`src/rtl/seq_pattern_tx.sv`:
```
// Serial stimulus transmitter: FIFO-buffered parallel words shifted out MSB-first,
// with a tracker that produces the expected detector pulse and a match count.
module seq_pattern_tx #(
    parameter int              WIDTH   = 8,
    parameter int              DEPTH   = 4,
    parameter int              PLEN    = 4,
    parameter logic [PLEN-1:0] PATTERN = 4'b1011
) (
    input  logic             clk,
    input  logic             rst,
    input  logic [WIDTH-1:0] in_data,
    input  logic             in_valid,
    output logic             in_ready,
    output logic             ser_out,
    output logic             ser_valid,
    output logic             exp_op,
    output logic [15:0]      match_cnt,
    output logic             busy
);

    localparam int AW = (DEPTH > 1) ? $clog2(DEPTH) : 1;
    localparam int CW = $clog2(DEPTH + 1);
    localparam int IW = (WIDTH > 1) ? $clog2(WIDTH) : 1;
    localparam int HW = PLEN - 1;
    localparam int FW = $clog2(PLEN + 1);

    typedef enum logic {IDLE, SHIFT} state_t;

    logic [WIDTH-1:0] mem [DEPTH];
    logic [AW-1:0]    wr_ptr;
    logic [AW-1:0]    rd_ptr;
    logic [CW-1:0]    count;
    state_t           state;
    logic [IW-1:0]    idx;
    logic [WIDTH-1:0] sh;
    logic [HW-1:0]    hist;
    logic [FW-1:0]    fill;
    logic             push;
    logic             pop;
    logic             last_bit;
    logic             match;

    function automatic logic [15:0] sat_inc16(input logic [15:0] v);
        return (v == 16'hFFFF) ? v : v + 16'd1;
    endfunction

    assign in_ready = (count != CW'(DEPTH));
    assign push     = in_valid && in_ready;
    assign last_bit = (idx == IW'(WIDTH - 1));
    assign pop      = (count != '0) && ((state == IDLE) || last_bit);
    assign match    = ser_valid && (fill >= FW'(PLEN - 1)) && ({hist, ser_out} == PATTERN);
    assign busy     = (count != '0) || (state == SHIFT);

    // FIFO: storage is never reset, only the pointers and occupancy
    always_ff @(posedge clk) begin
        if (push) begin
            mem[wr_ptr] <= in_data;
        end
    end

    always_ff @(posedge clk) begin
        if (rst) begin
            wr_ptr <= '0;
            rd_ptr <= '0;
            count  <= '0;
        end else begin
            if (push) begin
                wr_ptr <= wr_ptr + AW'(1);
            end
            if (pop) begin
                rd_ptr <= rd_ptr + AW'(1);
            end
            case ({push, pop})
                2'b10:   count <= count + CW'(1);
                2'b01:   count <= count - CW'(1);
                default: count <= count;
            endcase
        end
    end

    // Shifter: sh holds the bits still to follow the one on ser_out
    always_ff @(posedge clk) begin
        if (pop) begin
            sh <= mem[rd_ptr] << 1;
        end else begin
            sh <= sh << 1;
        end
    end

    always_ff @(posedge clk) begin
        if (rst) begin
            state     <= IDLE;
            idx       <= '0;
            ser_out   <= 1'b0;
            ser_valid <= 1'b0;
        end else if (pop) begin
            state     <= SHIFT;
            idx       <= '0;
            ser_out   <= mem[rd_ptr][WIDTH-1];
            ser_valid <= 1'b1;
        end else if (state == SHIFT && !last_bit) begin
            idx     <= idx + IW'(1);
            ser_out <= sh[WIDTH-1];
        end else begin
            state     <= IDLE;
            idx       <= '0;
            ser_out   <= 1'b0;
            ser_valid <= 1'b0;
        end
    end

    // Tracker: any invalid cycle breaks the stream, so history restarts empty
    always_ff @(posedge clk) begin
        if (rst) begin
            hist      <= '0;
            fill      <= '0;
            exp_op    <= 1'b0;
            match_cnt <= '0;
        end else begin
            exp_op <= match;
            if (match) begin
                match_cnt <= sat_inc16(match_cnt);
            end
            if (ser_valid) begin
                hist <= HW'({hist, ser_out});
                if (fill < FW'(PLEN - 1)) begin
                    fill <= fill + FW'(1);
                end
            end else begin
                hist <= '0;
                fill <= '0;
            end
        end
    end

endmodule

```
`config.mk`:
```
export PLATFORM = sky130hd
export DESIGN_NAME = seq_pattern_tx
export DESIGN_NICKNAME = d
export VERILOG_FILES = /design/src/rtl/seq_pattern_tx.sv
export SDC_FILE = /design/constraint.sdc
export NUM_CORES = 1
export LEC_CHECK = 0
export CORE_ASPECT_RATIO = 0.75
export CORE_MARGIN = 5
export CORE_UTILIZATION = 40
export DETAILED_ROUTE_END_ITERATION = 10
export PLACE_DENSITY_LB_ADDON = 0.08
export SYNTH_ARGS = -nofsm -noshare
export SYNTH_HDL_FRONTEND = slang
export SYNTH_SLANG_ARGS = --single-unit
```
`constraint.sdc`:
```
create_clock -name clk -period 2.4 [get_ports clk]
set_input_delay 0.48 -clock clk [delete_from_list [all_inputs] [get_ports clk]]
set_output_delay 0.48 -clock clk [all_outputs]
set_load 0.1 [all_outputs]
```
# Word-level counts from Yosys, hierarchy flattened
# Memories as Yosys holds them, arrays and structs flattened. A register that Yosys moved wholly into a read port is not among the register bits.
# Cells that the tools add are included.
# classes
n_reduce_logical	13
magnitude_cmp	2
n_eq_ne	7
n_addsub	7
n_mux	10
n_bitwise	3
# ops
cell	count
16-bit by 1-bit adder with 16-bit output, second input constant	1
16-bit == test, second input constant	1
3-bit by 1-bit adder with 3-bit output, second input constant	3
8-bit two-way mux	1
1-bit two-way mux	6
3-bit one-hot mux with 2 select lines	1
1-bit logical AND	5
2-bit by 1-bit adder with 2-bit output, second input constant	2
4-bit == test, second input constant	1
2-bit two-way mux	2
3-bit == test, second input constant	1
3-bit by 2-bit >= comparator with 1-bit output, second input constant	1
3-bit by 2-bit less-than comparator with 1-bit output, second input constant	1
3-bit != test, second input constant	1
1-bit inverter	3
3-bit nonzero test	1
3-bit OR reduction	1
3-bit by 1-bit subtractor with 3-bit output, second input constant	1
2-bit by 1-bit == test with 1-bit output, second input constant	1
2-bit == test, second input constant	1
1-bit logical OR	2
2-bit != test, second input constant	1
2-bit AND reduction	1
2-bit nonzero test	1
other kinds (2)	2
# word_totals
input_bits	11
mem_count	1
mem_bits_rw	32
elab_cells	54
ff_bits	43
# mem_list
memory	depth	word_bits	read_ports	rd_ports_with_merged_regs	wr	line	source
mem	4	8	1	1	1	29	logic [WIDTH-1:0] mem [DEPTH];

# Logic depth before layout (Yosys ltp)
# Gate-level depths: netlist of run 1.
# depth
word_depth	5
mapped_depth	10
depth_no_buf	10

# Worst setup path before layout of run 1
# OpenSTA, ideal clock, no wires.
# synth_path
path_kind	flip-flop to flip-flop
startpoint	register count[1]
endpoint	register count[2]
period_less_slack_ns	2.800
setup_slack_ns	-0.400
t_required_ns	2.330
setup_ns	0.070
stages_incl_launch_ff	10
arrival_ns	2.730
cell_sequence	dfxtp_1 or3b_1 and2_1 inv_1 ha_1 inv_1 fa_1 xor2_1 or3_1 a21oi_1
# synth_via
elab_chain_len	4
elab_cells_between_ends	10
classes_between	2 x add/sub; 3 x eq/ne; 1 x mux; 4 x reduce/logical
# synth_lines
item	line	source
start: declaration	32	logic [CW-1:0] count;
start signal: assignment	74	2'b10: count <= count + CW'(1);
start signal: assignment	75	2'b01: count <= count - CW'(1);
start signal: assignment	76	default: count <= count;
3-bit != test (*)	47	assign in_ready = (count != CW'(DEPTH));
net in_ready	13	output logic in_ready,
1-bit logical AND (*)	48	assign push = in_valid && in_ready;
2-bit by 1-bit == test with 1-bit output / 2-bit == test (equally long branches)	73	case ({push, pop})
3-bit one-hot mux with 2 select lines / 2-bit nonzero test (equally long branches)	n/a	
# The timed path passes the listed nets; every way through them passes the cells marked *.
# A chain may end at the register's enable or synchronous reset.

# Final worst setup path of run 1
# layout_path
startpoint	register count[0]
endpoint	register count[2]
# layout_via
elab_chain_len	4
elab_cells_between_ends	10
classes_between	2 x add/sub; 3 x eq/ne; 1 x mux; 4 x reduce/logical
# layout_lines
item	line
3-bit != test / 3-bit nonzero test (equally long branches)	47, 50
1-bit logical AND, on equally long branches	48, 50
2-bit by 1-bit == test with 1-bit output / 2-bit == test (equally long branches)	73
3-bit one-hot mux with 2 select lines / 2-bit nonzero test (equally long branches)	n/a
# Several ways; a longest one is shown, not always the timed one.

==> qor.csv, run 1 <==
stage,metric,value,unit
floorplanning,fp.dieH,86.6,um
cells_and_area,syn2layout_area_growth,19.7,%
pwr,p_comb_frac,0.291,
grt,grt_remaining_overflow,0,
clock_tree,numCtsBuffers,9,
timing,max_slew_margin,0.590,
critical_path,rrSetupSlack,0.16,ns
grt,grt_pass1_vias,2078,
pwr,p_leak,1.36,nW
pwr,p_clk_frac,0.254,
placed_design,place_congestion,0.759,
timing,worst_pin_slew,0.613,ns
clock_tree,root_buffer,clkbuf_8,
worst_hold_path,hold_start,hist[1],
floorplanning,start_util,0.404,
pwr,p_int,2.48,mW
clock_tree,cts_htree_levels,3,
clock_tree,clk_latency,0.34,ns
timing,fmax,447,MHz
clock_tree,clk_path_buf_depth,2,
pwr,power_density,987,nW/um2
placed_design,io_buffers,31,
clock_tree,hold_buffers,0,
synthesis,synth_top_family_by_area,simple AND/OR/NAND/NOR gates,
synthesis,syn_avg_cell_area,12.3,um2
clock_tree,tritoncts,built,
worst_hold_path,whs_path_depth,2,
synthesis,synthDistinctLibCells,38,
synthesis,synth-xor-area-share,0.0140,
timing,setup_viol,0,
timing,setup-tns-final,0,ns
worst_hold_path,min_to,hist[2],
status,status,"finished, final reports clean",
clock_tree,clk_pin_slew,0.08,ns
drt,firstDrtPassIters,4,
floorplanning,io-pin-count,32,
critical_path,cp_max_fo,4,
synthesis,synth_top_area_cell,edfxtp_1,
drt,drt-initial-drc-count,110,
critical_path,cp.required,2.67,ns
job,maxCapViolations,0,
drt,met2_length,2.73,mm
timing,fin_worst_skew,0.00990,ns
critical_path,crit_type,reg2reg,
drt,antenna_left,0,
synthesis,synth.mux.area_fraction,0.0863,
critical_path,end_kind,flop,
synthesis,yosysSeqAreaShare,0.588,
synthesis,syn_area,3130,um2
synthesis,synthAdderAreaFrac,0.0464,
drt,drt-met1-wl,3.01,mm
cells_and_area,diodes,0,
synthesis,synth_top_area_frac,0.307,
pwr,switching_power,1.22,mW
drt,wl_met3,223,um
grt,grt_start_max_net_pins,21,
drt,avgRoutedWirePerCell,14.9,um
timing,period_share,0.931,
synthesis,synthCells,255,
drt,wl,6.01,mm
critical_path,cp.arrival,2.51,ns
pwr,p_sw_frac,0.330,
floorplanning,std_cell_rows,28,
timing,slew_viol_final,0,
critical_path,reg2regPathDepth,9,
timing,finalHoldViolCount,0,
synthesis,synth_fp_nets,277,
floorplanning,dieArea,9710,um2
synthesis,yosys.area_share.simple,0.162,
cells_and_area,drive_gt1_frac,0.271,
cells_and_area,postLayoutCoreUtil,0.484,
drt,highest_layer,met4,
grt,grt_pass1_wl,10.5,mm
critical_path,critPathLaunchType,flop,
placed_design,dp_hpwl,4.09,mm
clock_tree,cts_sinks,76,
synthesis,ys_seq_elements,76,
grt,antenna_found_initial,0,
timing,rsz0062_at_grt,false,
cells_and_area,fin_nets,316,
synthesis,ys_warn_count,0,
critical_path,r2r_start,count[0],
floorplanning,coreArea,7740,um2
drt,vias_per_cell,5.10,
critical_path,reg2reg_to,count[2],
drt,post-route-drc-count,0,
floorplanning,die_w,112,um
worst_hold_path,worstHoldPathType,reg2reg,
synthesis,synth_compound_area_frac,0.0747,
pwr,seq_power_share,0.455,
drt,num_vias,2062,
timing,period_minus_slack,2.24,ns
pwr,peakVddDrop,0.568,mV
synthesis,synth_area_leaders,"edfxtp_1 31%, dfxtp_1 28%, mux4_2 5.8%, ha_1 4.0%, a21oi_1 3.0%",
grt,grt_usage,0.136,
[critical path, stage by stage, from the launching register on]
cell,delay [ns]
dfxtp_2,0.34
or3b_4,0.40
and2_4,0.18
inv_1,0.07
ha_2,0.17
inv_1,0.05
fa_1,0.37
xor2_1,0.17
or3_1,0.30
a21oi_1,0.12
[power groups by stage]
stage	Clock [mW]	Sequential [mW]	Combinational [mW]
2_1_floorplan	0	1.76	0.724
5_1_grt	1.03	1.72	1.19
3_5_place_dp	0	1.72	1.05
3_3_place_gp	0	1.71	1.04
6_report	0.938	1.68	1.08
4_1_cts	0.976	1.69	1.05
[cells in the mapped netlist, drive strengths merged]
library cell	instances
a211oi	2
a21oi	19
a22oi	1
a41oi	1
and2	4
and3	5
and4	4
buf	5
clkbuf	7
dfxtp	44
edfxtp	32
fa	1
ha	10
inv	9
mux2	8
mux4	8
nand2	9
nand2b	3
nand3	8
nand3b	1
nand4	6
nor2	19
nor2b	3
nor3	5
nor3b	2
nor4	1
o21ai	7
o31ai	9
or3	5
or3b	1
or4	11
xnor2	3
xor2	2
[stage by stage]
stage	cell area [um2]	hold WS [ns]	setup WS, ns	std cells	total power [mW]
after global routing	3750	0.470	0.0229	404	3.94
final	3750	0.439	0.165	404	3.70
after global placement	3530	0.414	0.0308	385	2.76
after floorplan	3150	0.408	-0.00834	255	2.48
after detailed placement	3530	0.421	0.00290	385	2.76
after CTS	3720	0.439	0.0617	401	3.72
[state kept, by name (all words and copies together) (netlist names), named ones only]
name,cells
ser_out,1
fill,3
rd_ptr,2
exp_op,1
hist,3
count,3
idx,3
wr_ptr,2
match_cnt,16
state,1
sh,7
mem,32
[layout by cell type (no fill, tap or decap), types with 2 or more instances in the layout]
cell type        count
a21oi_1             19
and2_1               3
and3_1               5
and4_1               4
buf_4               30
clkbuf_8             9
clkdlybuf4s50_1     10
clkinv_2             2
clkinvlp_4           2
dfxtp_1             32
dfxtp_2             12
edfxtp_1            32
ha_1                 9
inv_1                9
mux2_2               8
mux4_2               8
nand2_1              8
nand2b_1             3
nand3_1              8
nand4_1              6
nor2_1              18
nor2b_1              3
nor3_1               5
nor3b_1              2
o21ai_0              7
o31ai_1              9
or3_1                5
or4_1               10
xnor2_1              3
xor2_1               2
[metal layers]
| layer | vias up | global-route usage |
|---|---|---|
| met4 | 0 | 0.0328 |
| met3 | 6 | 0.0482 |
| li1 | 1028 | - |
| met2 | 31 | 0.203 |
| met1 | 997 | 0.191 |
| met5 | - | 0 |
[how the worst max path moves through the flow]
stage	from	to	slack [ns]	depth (start not counted)
2_1_floorplan	count[2]	count[2]	-0.008	9
3_3_place_gp	in_valid	count[2]	0.03	9
3_5_place_dp	in_valid	count[2]	0.003	9
4_1_cts	count[2]	count[2]	0.06	9
5_1_grt	count[0]	count[2]	0.02	9
6_report	count[0]	count[2]	0.16	9
[timing repair]
action / CTS / global route
buffers inserted: 0 / 3
resized for setup: 0 / 3
setup endpoints to repair: 0 / 1
endpoints found under the hold margin: 0 / 0
[logic make-up (layout without fill, tap and decap cells)]
kind of cell,Yosys count,in the layout
xor gates and xnor gates,5,5
DFF,76,76
buffers and inverters,21,65
and+or+nand+nor,87,87
AOI/OAI and AO/OA,39,39
muxes,16,16
adders and majority gates,11,11
[final cells by class]
class,instances,area (um2)
flip-flops and latches,76,1860
repair buffers,40,325
clock buffers,9,124
well taps,105,131
multi-input cells,158,1210
fillers,713,3990
clock inverters,7,67.6
inverters,9,33.8
(Power assumes the default switching activity.)
==> inputs of run 2 (changes only) <==
==> constraint.sdc (replaced) <==
create_clock -name clk -period 2.4 [get_ports clk]
set_input_delay 0.24 -clock clk [delete_from_list [all_inputs] [get_ports clk]]
set_output_delay 0.24 -clock clk [all_outputs]
set_load 0.1 [all_outputs]
==> run 2 against run 1 <==
Clock skew rose by 0.0013 ns. Sequential power barely moved. Design area fell by 0.43%.
==> qor.csv, run 2 (synthesized netlist as in run 1, its figures left out) <==
stage,metric,value,unit
status,status,"finished, final reports clean",
grt,antenna_found_initial,0,
clock_tree,hold_buffers,0,
grt,grt_remaining_overflow,0,
critical_path,crit_chain,or3b_4 > and2_4 > inv_1 > ha_2 > inv_1 > fa_2 > xor2_1 > or3_1 > a21oi_2,
floorplanning,die_w,112,um
cells_and_area,largestRegisters,"mem: 32 flops, match_cnt: 16 flops, sh: 7 flops",
timing,period_share,0.944,
cells_and_area,largest_reg_flops,32,
clock_tree,clk_pin_slew,0.08,ns
clock_tree,clk_latency,0.34,ns
critical_path,worst-path-buf-inv,2,
timing,fin_worst_skew,0.0112,ns
cells_and_area,drive_gt1_frac,0.274,
critical_path,cp_common_cell,inv_1,
cells_and_area,layout_common_cells,"32 x dfxtp_1, 32 x edfxtp_1, 27 x buf_4",
clock_tree,root_buffer,clkbuf_8,
grt,grt_start_max_net_pins,21,
timing,rsz0062_at_grt,false,
critical_path,cp.arrival,2.52,ns
critical_path,critPathLaunchType,flop,
cells_and_area,regMostFlops,mem,
pwr,p_clk_frac,0.254,
placed_design,io_buffers,31,
cells_and_area,design_area,3730,um2
floorplanning,start_util,0.404,
pwr,p_comb_frac,0.289,
drt,num_vias,2036,
pwr,switching_power,1.22,mW
timing,worst_pin_slew,0.715,ns
critical_path,end_kind,flop,
timing,setup_viol,0,
clock_tree,numCtsBuffers,9,
cells_and_area,postLayoutCoreUtil,0.482,
clock_tree,cts_sinks,76,
floorplanning,coreArea,7740,um2
pwr,peakVddDrop,0.698,mV
pwr,p_sw_frac,0.331,
critical_path,cp.required,2.66,ns
cells_and_area,syn2layout_area_growth,19.2,%
placed_design,place_congestion,0.774,
cells_and_area,fin_nets,313,
cells_and_area,diodes,0,
worst_hold_path,worstHoldPathType,reg2reg,
clock_tree,tritoncts,built,
pwr,p_leak,1.34,nW
drt,wl,5.92,mm
timing,slew_viol_final,0,
timing,fmax,442,MHz
floorplanning,dieArea,9710,um2
timing,period_minus_slack,2.26,ns
floorplanning,fp.dieH,86.6,um
critical_path,cp_max_fo,6,
drt,drt-initial-drc-count,99,
drt,vias_per_cell,5.08,
pwr,seq_power_share,0.457,
drt,avgRoutedWirePerCell,14.8,um
drt,post-route-drc-count,0,
drt,firstDrtPassIters,4,
grt,grt_pass1_vias,1965,
pwr,power_density,988,nW/um2
placed_design,dpl_cell_area,3520,um2
placed_design,dp_hpwl,4.10,mm
clock_tree,cts_htree_levels,3,
floorplanning,io-pin-count,32,
pwr,p_int,2.47,mW
critical_path,crit_family,simple AND/OR/NAND/NOR gates,
timing,finalHoldViolCount,0,
critical_path,cpPeakStageDelay,0.42,ns
grt,grt_pass1_wl,10.0,mm
drt,antenna_left,0,
critical_path,cp_slowest_cell,or3b_4,
clock_tree,clk_path_buf_depth,2,
pwr,total_power,3.69,mW
timing,max_slew_margin,0.522,
critical_path,crit_type,reg2reg,
floorplanning,std_cell_rows,28,
grt,grt_usage,0.132,
job,maxCapViolations,0,
## run 2: changes by cell type in the layout (fill, tap and decap cells not counted), sizes merged
cell / before / now
buf: 30 / 27
clkinvlp: 2 / 3
clkinv: 4 / 3
## run 2: layer usage
layer,vias to the layer above,global-route usage,share of wire
li1,1033,-,-
met1,969,0.177,0.50
met2,27,0.199,0.45
met3,7,0.0461,0.037
met4,0,0.0459,0.0098
met5,-,0,0
## run 2: final timing paths
kind,from,end,slack (ns),cells after the start
setup / recovery,count[1],count[2],0.14,9
hold / removal,hist[1],hist[2],0.43,2
setup reg to reg,count[1],count[2],0.14,9
hold reg to reg,hist[1],hist[2],0.43,2
## run 2: layout make-up
class                           count  area, um2
Fill cell                         724       4010
Sequential cell                    76       1860
Multi-Input combinational cell    158       1220
Timing Repair Buffer               37        303
Tap cell                          105        131
Clock buffer                        9        124
Clock inverter                      7       67.6
Inverter                            9       33.8
## run 2: repair_timing
| action | in CTS | in global routing |
|---|---|---|
| resized for setup | 0 | 5 |
| setup buffers | 0 | 1 |
| setup endpoints to repair | 0 | 1 |
## run 2: power by group through the flow
stage               sequential, mW  clock [mW]  combinational, mW
floorplan                     1.76           0              0.724
CTS                           1.69       0.974               1.05
finish                        1.68       0.937               1.07
detailed placement            1.71           0               1.05
global route                  1.72        1.04               1.17
global placement              1.72           0               1.04
## run 2: worst min-delay path, cell delays in order, from the launching register on
cell	delay (ns)
dfxtp_1	0.32
inv_1	0.05
nor2_1	0.03
## run 2: stage by stage
step	hold slack, ns	instances	TNS, ns	setup WS (ns)
6_report	0.434	401	0	0.136
5_1_grt	0.471	401	0	0.0464
4_1_cts	0.433	400	0	0.0334
3_5_place_dp	0.420	384	0	0.0840
3_3_place_gp	0.414	384	0	0.120
2_1_floorplan	0.339	255	-0.00834	-0.00834
==> inputs of run 3 (changes only) <==
clock period = 2.5 ns   (was 2.4 ns; I/O delays follow)
==> run 3 against run 2 <==
Combinational power fell by 7%. Setup slack improved by 0.063 ns. Register-to-register slack improved by 0.06 ns. Die area did not move. Clock power rose by 7%. Core utilization barely moved. Non-clock buffer count fell by 1. Routed wire length fell by 2.8%. Critical endpoint unchanged.
==> qor.csv, run 3 (synthesized netlist as in run 1, its figures left out) <==
stage,metric,value,unit
status,status,"finished, final reports clean",
placed_design,io_buffers,31,
critical_path,end_kind,flop,
timing,worst_pin_slew,0.780,ns
drt,wl,5.76,mm
timing,period_share,0.921,
cells_and_area,fin_nets,312,
worst_hold_path,worstHoldPathType,reg2reg,
cells_and_area,largestRegisters,"mem: 32 flops, match_cnt: 16 flops, sh: 7 flops",
critical_path,crit_chain,or3b_4 > and2_4 > inv_1 > ha_1 > inv_1 > fa_1 > xor2_1 > or3_1 > a21oi_1,
drt,antenna_left,0,
critical_path,cp_slowest_cell,or3b_4,
critical_path,critPathLaunchType,flop,
timing,max_slew_margin,0.478,
drt,vias_per_cell,5.08,
timing,fmax,434,MHz
timing,setup_viol,0,
clock_tree,tritoncts,built,
cells_and_area,layout_common_cells,"41 x dfxtp_1, 32 x edfxtp_1, 26 x buf_4",
grt,grt_pass1_wl,9.97,mm
pwr,power_density,968,nW/um2
critical_path,cp.arrival,2.57,ns
grt,grt_pass1_vias,2040,
grt,antenna_found_initial,0,
floorplanning,start_util,0.404,
grt,met1_usage,0.179,
critical_path,cpPeakStageDelay,0.43,ns
pwr,peakVddDrop,0.595,mV
timing,period_minus_slack,2.30,ns
clock_tree,cts_sinks,76,
drt,post-route-drc-count,0,
clock_tree,cts_htree_levels,3,
clock_tree,numCtsBuffers,9,
worst_hold_path,hold_start,idx[0],
timing,setup_ws,0.198,ns
placed_design,place_ws,0.170,ns
cells_and_area,drive_gt1_frac,0.227,
floorplanning,dieArea,9710,um2
drt,num_vias,2031,
pwr,p_leak,1.34,nW
critical_path,cp_common_cell,inv_1,
cells_and_area,layout_commonest_cell,dfxtp_1,
grt,use_met2,0.191,
timing,rsz0062_at_grt,false,
grt,grt_usage,0.130,
floorplanning,fp.dieH,86.6,um
placed_design,dp_cells,384,
drt,drt-initial-drc-count,106,
clock_tree,clk_pin_slew,0.07,ns
grt,grt_remaining_overflow,0,
grt,grt_busiest_layer,met2,
cells_and_area,syn2layout_area_growth,19.1,%
floorplanning,std_cell_rows,28,
floorplanning,die_w,112,um
clock_tree,clk_latency,0.34,ns
job,maxCapViolations,0,
clock_tree,postCtsSetupRepairBufs,0,
floorplanning,coreArea,7740,um2
grt,use_met3,0.0495,
clock_tree,root_buffer,clkbuf_8,
placed_design,place_congestion,0.768,
critical_path,r2r_start,count[1],
timing,slew_viol_final,0,
critical_path,crit_start,count[1],
grt,grt_start_max_net_pins,21,
cells_and_area,largest_reg_flops,32,
critical_path,crit_type,reg2reg,
clock_tree,clk_path_buf_depth,2,
critical_path,cp_max_fo,6,
critical_path,cp.required,2.77,ns
placed_design,dp_hpwl,3.95,mm
timing,finalHoldViolCount,0,
drt,avgRoutedWirePerCell,14.4,um
critical_path,crit_family,simple AND/OR/NAND/NOR gates,
floorplanning,io-pin-count,32,
timing,fin_worst_skew,0.0119,ns
cells_and_area,diodes,0,
cells_and_area,instances_no_fill,400,
drt,firstDrtPassIters,4,
cells_and_area,regMostFlops,mem,
critical_path,worst-path-buf-inv,2,
clock_tree,hold_buffers,0,
==> run 3: layout make-up <==
cell class | instances | area [um2]
Multi-Input combinational cell | 158 | 1210
Timing Repair Buffer | 36 | 295
Tap cell | 105 | 131
Sequential cell | 76 | 1850
Clock inverter | 7 | 91.3
Clock buffer | 9 | 124
Inverter | 9 | 33.8
Fill cell | 727 | 4010
==> run 3: layer usage <==
| metal | routed length, um | vias up |
|---|---|---|
| met1 | 2970 | 962 |
| met5 | 0 | - |
| li1 | - | 1028 |
| met4 | 37 | 0 |
| met2 | 2500 | 36 |
| met3 | 252 | 5 |
==> run 3: report_power, final <==
group	internal (mW)	switching, mW
clock network	0.556	0.445
registers	1.48	0.128
logic	0.407	0.587
total	2.45	1.16
==> run 3: per-stage QoR <==
step,TNS (ns),utilization,power (mW),cell area (um2),hold slack [ns]
after global placement,0,0.453,2.65,3510,0.416
after detailed placement,0,0.453,2.64,3510,0.422
after global routing,0,0.482,3.82,3730,0.466
after CTS,0,0.481,3.66,3720,0.436
after floorplan,-0.123,-,2.37,3140,0.349
final,0,0.482,3.61,3730,0.434
==> run 3: worst paths after layout <==
| path | end | slack (ns) | depth (start not counted) |
|---|---|---|---|
| hold reg to reg | idx[0] | 0.43 | 1 |
| setup / recovery | count[2] | 0.20 | 9 |
| setup reg to reg | count[2] | 0.20 | 9 |
| hold / removal | idx[0] | 0.43 | 1 |
==> run 3: repair_timing <==
item,in CTS,in global routing
hold endpoints to repair,0,0
endpoints found under the setup margin,0,1
resized for setup,0,2
